File: config.mk
export PLATFORM = sky130hd
export DESIGN_NAME = ps2_mouse_ctrl
export DESIGN_NICKNAME = d
export VERILOG_FILES = /design/src/rtl/ps2_mouse_ctrl.sv
export SDC_FILE = /design/constraint.sdc
export NUM_CORES = 1
export LEC_CHECK = 0
export CORE_UTILIZATION = 30
export CTS_CLUSTER_SIZE = 14
export DETAILED_ROUTE_END_ITERATION = 12
export GPL_ROUTABILITY_DRIVEN = 1
export PLACE_DENSITY = 0.48
export SYNTH_ARGS = -nofsm -noshare
export SYNTH_HDL_FRONTEND = slang
export SYNTH_SLANG_ARGS = --single-unit
File: constraint.sdc
create_clock -name Clk -period 3.54 [get_ports Clk]
set_input_delay 0.708 -clock Clk [delete_from_list [all_inputs] [get_ports Clk]]
set_output_delay 0.708 -clock Clk [all_outputs]
set_load 0.01 [all_outputs]
File: src/rtl/ps2_mouse_ctrl.sv
// ps2_mouse_ctrl
//   Brings up a PS/2 mouse through the rx/tx transceiver, then decodes
//   3-byte stream-mode movement packets.
//   Init: send 0xFF, expect 0xFA/0xAA/0x00; send 0xF4, expect 0xFA.
//   Each init fault (bad byte or timeout) retries up to MAX_RETRY times,
//   then the block parks in FAIL until ReInit or Reset.
//
// Ports:
//   Clk, Reset (sync, active-high), ReInit (restart init sequence)
//   Write/TxData             : command strobe and byte to the transceiver
//   RxData/RxDone, TxDone    : transceiver receive byte/strobe, send-complete strobe
//   Ready / Error            : in stream states / in FAIL
//   PacketValid              : 1-cycle strobe, new Buttons/DX/DY/Ovf
//   Buttons {M,R,L}, DX/DY 9-bit signed deltas, Ovf {Y,X}
module ps2_mouse_ctrl #(
    parameter int TIMEOUT   = 25000000,
    parameter int TW        = 25,
    parameter int MAX_RETRY = 3
) (
    input  logic       Clk,
    input  logic       Reset,
    input  logic       ReInit,
    output logic       Write,
    output logic [7:0] TxData,
    input  logic [7:0] RxData,
    input  logic       RxDone,
    input  logic       TxDone,
    output logic       Ready,
    output logic       Error,
    output logic       PacketValid,
    output logic [2:0] Buttons,
    output logic [8:0] DX,
    output logic [8:0] DY,
    output logic [1:0] Ovf
);

    localparam int            RW          = (MAX_RETRY < 1) ? 1 : $clog2(MAX_RETRY + 1);
    localparam logic [TW-1:0] TIMEOUT_V   = TW'(TIMEOUT);
    localparam logic [RW-1:0] MAX_RETRY_V = RW'(MAX_RETRY);

    typedef enum logic [3:0] {
        RST_SEND, RST_TX, RST_ACK, RST_BAT, RST_ID,
        EN_SEND, EN_TX, EN_ACK,
        S_B0, S_B1, S_B2,
        FAIL
    } state_t;

    state_t        state, state_d;
    logic [TW-1:0] timer, timer_d;
    logic [RW-1:0] retry, retry_d;
    // First packet byte without its always-1 sync bit: {b0[7:4], b0[2:0]}
    logic [6:0]    b0, b0_d;
    logic [7:0]    b1, b1_d;

    logic          write_d, pv_d;
    logic [7:0]    tx_data_d;
    logic [2:0]    buttons_d;
    logic [8:0]    dx_d, dy_d;
    logic [1:0]    ovf_d;
    logic          timer_run, timed_out, init_fault;

    always_comb begin
        timer_run  = !(state inside {S_B0, FAIL, RST_SEND, EN_SEND});
        timed_out  = timer_run && (timer >= TIMEOUT_V);

        state_d    = state;
        retry_d    = retry;
        b0_d       = b0;
        b1_d       = b1;
        write_d    = 1'b0;
        tx_data_d  = TxData;
        pv_d       = 1'b0;
        buttons_d  = Buttons;
        dx_d       = DX;
        dy_d       = DY;
        ovf_d      = Ovf;
        init_fault = 1'b0;

        case (state)
            RST_SEND: begin
                write_d   = 1'b1;
                tx_data_d = 8'hFF;
                state_d   = RST_TX;
            end
            RST_TX: begin
                if (TxDone)         state_d    = RST_ACK;
                else if (timed_out) init_fault = 1'b1;
            end
            RST_ACK: begin
                if (RxDone) begin
                    if (RxData == 8'hFA) state_d    = RST_BAT;
                    else                 init_fault = 1'b1;
                end else if (timed_out) init_fault = 1'b1;
            end
            RST_BAT: begin
                if (RxDone) begin
                    if (RxData == 8'hAA) state_d    = RST_ID;
                    else                 init_fault = 1'b1;
                end else if (timed_out) init_fault = 1'b1;
            end
            RST_ID: begin
                if (RxDone) begin
                    if (RxData == 8'h00) state_d    = EN_SEND;
                    else                 init_fault = 1'b1;
                end else if (timed_out) init_fault = 1'b1;
            end
            EN_SEND: begin
                write_d   = 1'b1;
                tx_data_d = 8'hF4;
                state_d   = EN_TX;
            end
            EN_TX: begin
                if (TxDone)         state_d    = EN_ACK;
                else if (timed_out) init_fault = 1'b1;
            end
            EN_ACK: begin
                if (RxDone) begin
                    if (RxData == 8'hFA) state_d    = S_B0;
                    else                 init_fault = 1'b1;
                end else if (timed_out) init_fault = 1'b1;
            end
            // Bytes without the sync bit are dropped so the stream can realign.
            S_B0: begin
                if (RxDone && RxData[3]) begin
                    b0_d    = {RxData[7:4], RxData[2:0]};
                    state_d = S_B1;
                end
            end
            S_B1: begin
                if (RxDone) begin
                    b1_d    = RxData;
                    state_d = S_B2;
                end else if (timed_out) state_d = S_B0;
            end
            S_B2: begin
                if (RxDone) begin
                    buttons_d = b0[2:0];
                    dx_d      = {b0[3], b1};
                    dy_d      = {b0[4], RxData};
                    ovf_d     = {b0[6], b0[5]};
                    pv_d      = 1'b1;
                    state_d   = S_B0;
                end else if (timed_out) state_d = S_B0;
            end
            FAIL:    state_d = FAIL;
            default: state_d = RST_SEND;
        endcase

        if (init_fault) begin
            if (retry < MAX_RETRY_V) begin
                retry_d = retry + 1'b1;
                state_d = RST_SEND;
            end else begin
                state_d = FAIL;
            end
        end

        // ReInit wins over any strobe in the same cycle, including a packet
        // completion; visible data outputs keep their last values.
        if (ReInit) begin
            state_d   = RST_SEND;
            retry_d   = '0;
            write_d   = 1'b0;
            tx_data_d = TxData;
            pv_d      = 1'b0;
            buttons_d = Buttons;
            dx_d      = DX;
            dy_d      = DY;
            ovf_d     = Ovf;
        end

        if (state_d != state) timer_d = '0;
        else if (timer_run)   timer_d = timer + 1'b1;
        else                  timer_d = timer;
    end

    always_ff @(posedge Clk) begin
        if (Reset) begin
            state       <= RST_SEND;
            timer       <= '0;
            retry       <= '0;
            b0          <= '0;
            b1          <= '0;
            Write       <= 1'b0;
            TxData      <= '0;
            Ready       <= 1'b0;
            Error       <= 1'b0;
            PacketValid <= 1'b0;
            Buttons     <= '0;
            DX          <= '0;
            DY          <= '0;
            Ovf         <= '0;
        end else begin
            state       <= state_d;
            timer       <= timer_d;
            retry       <= retry_d;
            b0          <= b0_d;
            b1          <= b1_d;
            Write       <= write_d;
            TxData      <= tx_data_d;
            Ready       <= state_d inside {S_B0, S_B1, S_B2};
            Error       <= (state_d == FAIL);
            PacketValid <= pv_d;
            Buttons     <= buttons_d;
            DX          <= dx_d;
            DY          <= dy_d;
            Ovf         <= ovf_d;
        end
    end

endmodule

# == Word level (Yosys, flattened, before mapping) ==
# Cells that the tools add are included.
# word_totals
out_inout_bits,35
word_cells,87
reg_bits,81
# classes
bitwise_logic,2
n_mux,30
magnitude_cmp,2
reduce_logical,19
add_sub_neg,2
n_eq_ne,18
# ops
op,count
$mux W4,17
$pmux W4 S12,1
$eq A4 B4 Y1 const B,8
$add A25 B1 Y25 const B,1
$ge A25 B25 Y1 const B,1
$eq A4 B3 Y1 const B,4
$eq A8 B8 Y1 const B,2
$pmux W8 S2,1
$mux W1,10
$reduce_or A2 Y1,5
$eq A4 B2 Y1 const B,2
$logic_not A8 Y1,1
$reduce_and A2 Y1,4
$eq A4 B1 Y1 const B,1
$logic_not A4 Y1,1
$ne A4 B4 Y1,1
$pmux W1 S4,1
$reduce_bool A4 Y1,1
$reduce_and A3 Y1,1
$reduce_bool A3 Y1,1
$reduce_or A3 Y1,1
$add A2 B1 Y2 const B,1
$logic_and A1 B1 Y1,2
$lt A2 B2 Y1 const B,1
other kinds (3),4

# == Depth between registers and ports, before layout ==
# Gate-level depths: netlist of run 1.
# logic_depth
depth_word,11
depth_mapped,11
mapped_depth_nobuf,8

# == Worst setup path before layout of run 1 ==
# No wires, ideal clock.
# synth_path
path_type,input -> register
startpoint,in RxData[4]
endpoint,reg timer[19]
cell_stages,10
arrival_ns,2.981
n_path_buf,2
path_slack_ns,0.439
setup_time_ns,0.121
path_cell_list,buf_6 -> or3_1 -> a211oi_2 -> nor4b_1 -> a2111oi_4 -> a21oi_2 -> a311o_2 -> xnor2_4 -> buf_6 -> nor3_1
# synth_between
elab_chain_cells,8
elab_cells_between_ends,23
classes_between,eq/ne (3); mux (18); reduce/logical (2)
# synth_lines
item,line,text
"start, declared",25,"input logic [7:0] RxData,"
$eq A8 B8 Y1 (tied with other cells),"91, 118",
$mux W4 (tied with other cells),118,if (RxData == 8'hFA) state_d = S_B0;
$mux W4 (tied with other cells),117,if (RxDone) begin
$pmux W4 S12 or $pmux W1 S4 (tied branches),79,case (state)
$mux W4 *,149,if (init_fault) begin
$mux W4 *,160,if (ReInit) begin
$ne A4 B4 Y1 *,172,if (state_d != state) timer_d = '0;
$reduce_or A2 Y1 (no source line) *,n/a,
"end signal, assigned",195,timer <= timer_d;
"end, declared",49,"logic [TW-1:0] timer, timer_d;"
# Mark *: on every way between the ends. The rest lies on a longest branch, timed or not.
# A chain may end at the register's enable or synchronous reset.

# == Worst setup path in the final report of run 1 ==
# layout_path
startpoint,in RxDone
endpoint,reg timer[23]
# layout_between
elab_chain_cells,7
elab_cells_between_ends,17
classes_between,eq/ne (1); mux (14); reduce/logical (2)
# layout_lines
item,line,text
"start, declared",26,"input logic RxDone,"
$logic_and A1 B1 Y1,124,if (RxDone && RxData[3]) begin
$mux W4,124,
$pmux W4 S12,79,
$mux W4 *,149,
$mux W4 *,160,
$ne A4 B4 Y1 *,172,
$reduce_or A2 Y1 (no source line) *,n/a,
# Marks and branches as above.

==> results of run 1 <==
-- synth_stat cells, types with 10 or more instances --
master    count  area share
nand2_1      65       0.064
xnor2_1      15       0.035
dfxtp_1      75        0.40
a21oi_1      32       0.042
inv_1        10      0.0099
xor2_1       11       0.025
clkbuf_1     15       0.015
mux2i_1      17       0.045
nor3_1       17       0.022
nand3_1      11       0.015
nand4_1      11       0.018
or4_1        17       0.034
nor2_1       42       0.042
-- where the power goes --
| group | switching, uW | internal [uW] | total (uW) |
|---|---|---|---|
| Sequential | 11.8 | 850 | 862 |
| Combinational | 125 | 99.0 | 224 |
| Clock | 412 | 509 | 921 |
| Total | 549 | 1460 | 2010 |
-- layout by cell type (no fill, tap or decap), types with 3 or more instances in the layout --
| cell | instances |
|---|---|
| a21oi_1 | 32 |
| a31oi_1 | 3 |
| and2_1 | 5 |
| and3_1 | 6 |
| and3b_1 | 3 |
| buf_12 | 3 |
| buf_4 | 28 |
| clkbuf_16 | 9 |
| clkdlybuf4s50_1 | 46 |
| dfxtp_1 | 75 |
| ha_1 | 3 |
| inv_1 | 10 |
| inv_6 | 4 |
| mux2i_1 | 17 |
| nand2_1 | 65 |
| nand3_1 | 11 |
| nand4_1 | 11 |
| nor2_1 | 42 |
| nor3_1 | 16 |
| nor3_2 | 10 |
| nor4_1 | 8 |
| nor4_2 | 5 |
| nor4bb_1 | 3 |
| o21bai_1 | 3 |
| or4_1 | 17 |
| xnor2_1 | 15 |
| xor2_1 | 11 |
-- metrics by stage --
stage | hold WS [ps] | setup TNS, ps | setup slack (ps) | power, uW
global placement | 441 | 0 | 2.27 | 1110
global route | 471 | 0 | 78.2 | 2100
CTS | 456 | 0 | 275 | 2040
detailed placement | 445 | -523 | -78.2 | 1110
floorplan | 431 | 0 | 439 | 1010
finish | 456 | 0 | 256 | 2010
-- logic make-up after synthesis --
family,Yosys count
simple gates,218
flops,75
compound gates,56
buf+inv,44
xor+xnor,28
mux,17
fa+ha+maj,3
-- metal layers --
| layer | GRT usage | up-vias |
|---|---|---|
| li1 | - | 1661 |
| met1 | 0.210 | 1539 |
| met5 | 0 | - |
| met4 | 0.0632 | 0 |
| met3 | 0.0371 | 11 |
| met2 | 0.257 | 62 |
-- flip-flops by register name (all words and copies together) (netlist names) --
| register | flops |
|---|---|
| state | 4 |
| Error | 1 |
| Ready | 1 |
| Ovf | 2 |
| TxData | 2 |
| timer | 25 |
| Buttons | 3 |
| PacketValid | 1 |
| b0 | 7 |
| DY | 9 |
| Write | 1 |
| retry | 2 |
| b1 | 8 |
| DX | 9 |
-- final timing paths --
path	end	startpoint	cells past startpoint
max	timer[23]	RxDone	10
min	DY[8]	b0[4]	2
max reg2reg	timer[7]	state[2]	8
min reg2reg	DY[8]	b0[4]	2
-- critical path: stages --
cell and delay (ps):
clkdlybuf4s50_1 490, or3b_4 420, a211oi_2 290, o311ai_0 170
o211ai_1 310, a21oi_2 110, a311o_2 430, xnor2_4 160
buf_12 160, nor4bb_1 280
-- final cells by class --
cell class / count / area [sq um] / share of cell area
Clock inverter: 6 / 53.8 / 0.0111
Timing Repair Buffer: 78 / 736 / 0.152
Tap cell: 168 / 210 / 0.0434
Clock buffer: 10 / 239 / 0.0493
Sequential cell: 75 / 1500 / 0.310
Multi-Input combinational cell: 322 / 2070 / 0.427
Inverter: 10 / 37.5 / 0.00775
==> flow_summary.toml, run 1 <==
[route]
num_vias = 3273
met2_length_microns = 4580
wirelength_microns = 9790
ant_nets = 0
vias_per_cell = 4.89
route.detailed.wl_per_inst_microns = 14.6
drt_iter0_markers = 233
top_layer = "met4"
routed-wl-met3_microns = 323
drt-met1-wl_microns = 4740
drc_errors = 0
firstDrtPassIters = 4

[worst_setup_path]
start_kind = "primary input"
crit_type = "primary input to flip-flop"
r2r_setup_slack_ps = 480
critPathCaptureType = "flip-flop"
crit_fanout = 16
crit_arrival_ps = 3520
crit_required_ps = 3780

[yosys]
synthXorXnorAreaFrac = 0.0715
synth_fa_ha_area_frac = 0.00989
syn-num-nets = 457
synthSimpleGateAreaFrac = 0.317
syn-cell-area_sq_um = 3790
synth_compound_area_frac = 0.100
synth-warning-count = 0
synth-async-reset-ratio = 0
synth_edf_count = 0
ys_ff_latch = 75
synth_flop_cell = "dfxtp_1"
ys_seq_area_frac = 0.396
syn_area_per_cell_sq_um = 8.61
synth_top_family_by_area = "simple AND/OR/NAND/NOR gates"
synth.area.mux_share = 0.0448
ys_types = 56
synth_cells = 441

[power_and_ir_drop]
max-vdd-ir-drop_mv = 0.213
p_per_area_nw_per_um2 = 414
cellLeakagePower_uw = 0.00162

[clock_tree]
clk_pin_slew_ps = 70
clk_latency_ps = 340
cts_htree_levels = 3
hold_buffers = 0
cts-buffers-inserted = 9
post-cts-setup-buffers = 0
clock_path_buffers = 2
cts_tree = "yes"
root_buffer = "clkbuf_16"
post_cts_resized = 0
clock_sinks = 75

[sta]
fin_crit_sh = 0.928
worst_pin_slew_ps = 844
setup_viol = 0
fin_worst_skew_ps = 6.92
grt_setup_unrepaired = "no"
max_freq_mhz = 304
hold_viol_final = 0
layout_min_cycle_time_ps = 3280
finalMaxSlewViolations = 0
relSlewSlack = 0.437

[hold_path]
min_path_type = "flip-flop to flip-flop"

[finish]
n_antenna_cell = 0
finalNonFillerCells = 669
drive_above_1_share = 0.148
final_core_util = 0.398
finalNetCount = 512
syn2layout_area_growth_pct = 27.7
final_area_sq_um = 4850
fillers = 1263

[global_route]
grt.overflow.total = 0
antenna_found_initial = 0
grt_usage = 0.161
grt_pass1_vias = 3135
grt_max_degree = 47
grt_pass1_wl_microns = 16300

[placed_design]
place_hpwl_microns = 6680
place.gp.congestion = 0.804
placed_cells = 653
placed_cell_area_sq_um = 4550
port-buffer-count = 47

[floorplanning]
dieArea_sq_um = 13100
die_h_microns = 114
row_count = 40
core_sq_um = 12200
fp.dieW_microns = 114
io_pins = 48
initial_utilization = 0.312

[outcome]
outcome = "finished, final reports clean"

[flow_run]
max-cap-violations = 0
Power figures use the tool's default switching activity.
==> inputs of run 2 (changes only) <==
- SLEW_MARGIN: unset -> 5
==> results of run 2 <==
No change in the layout: final DEF, timing and power equal those of run 1.
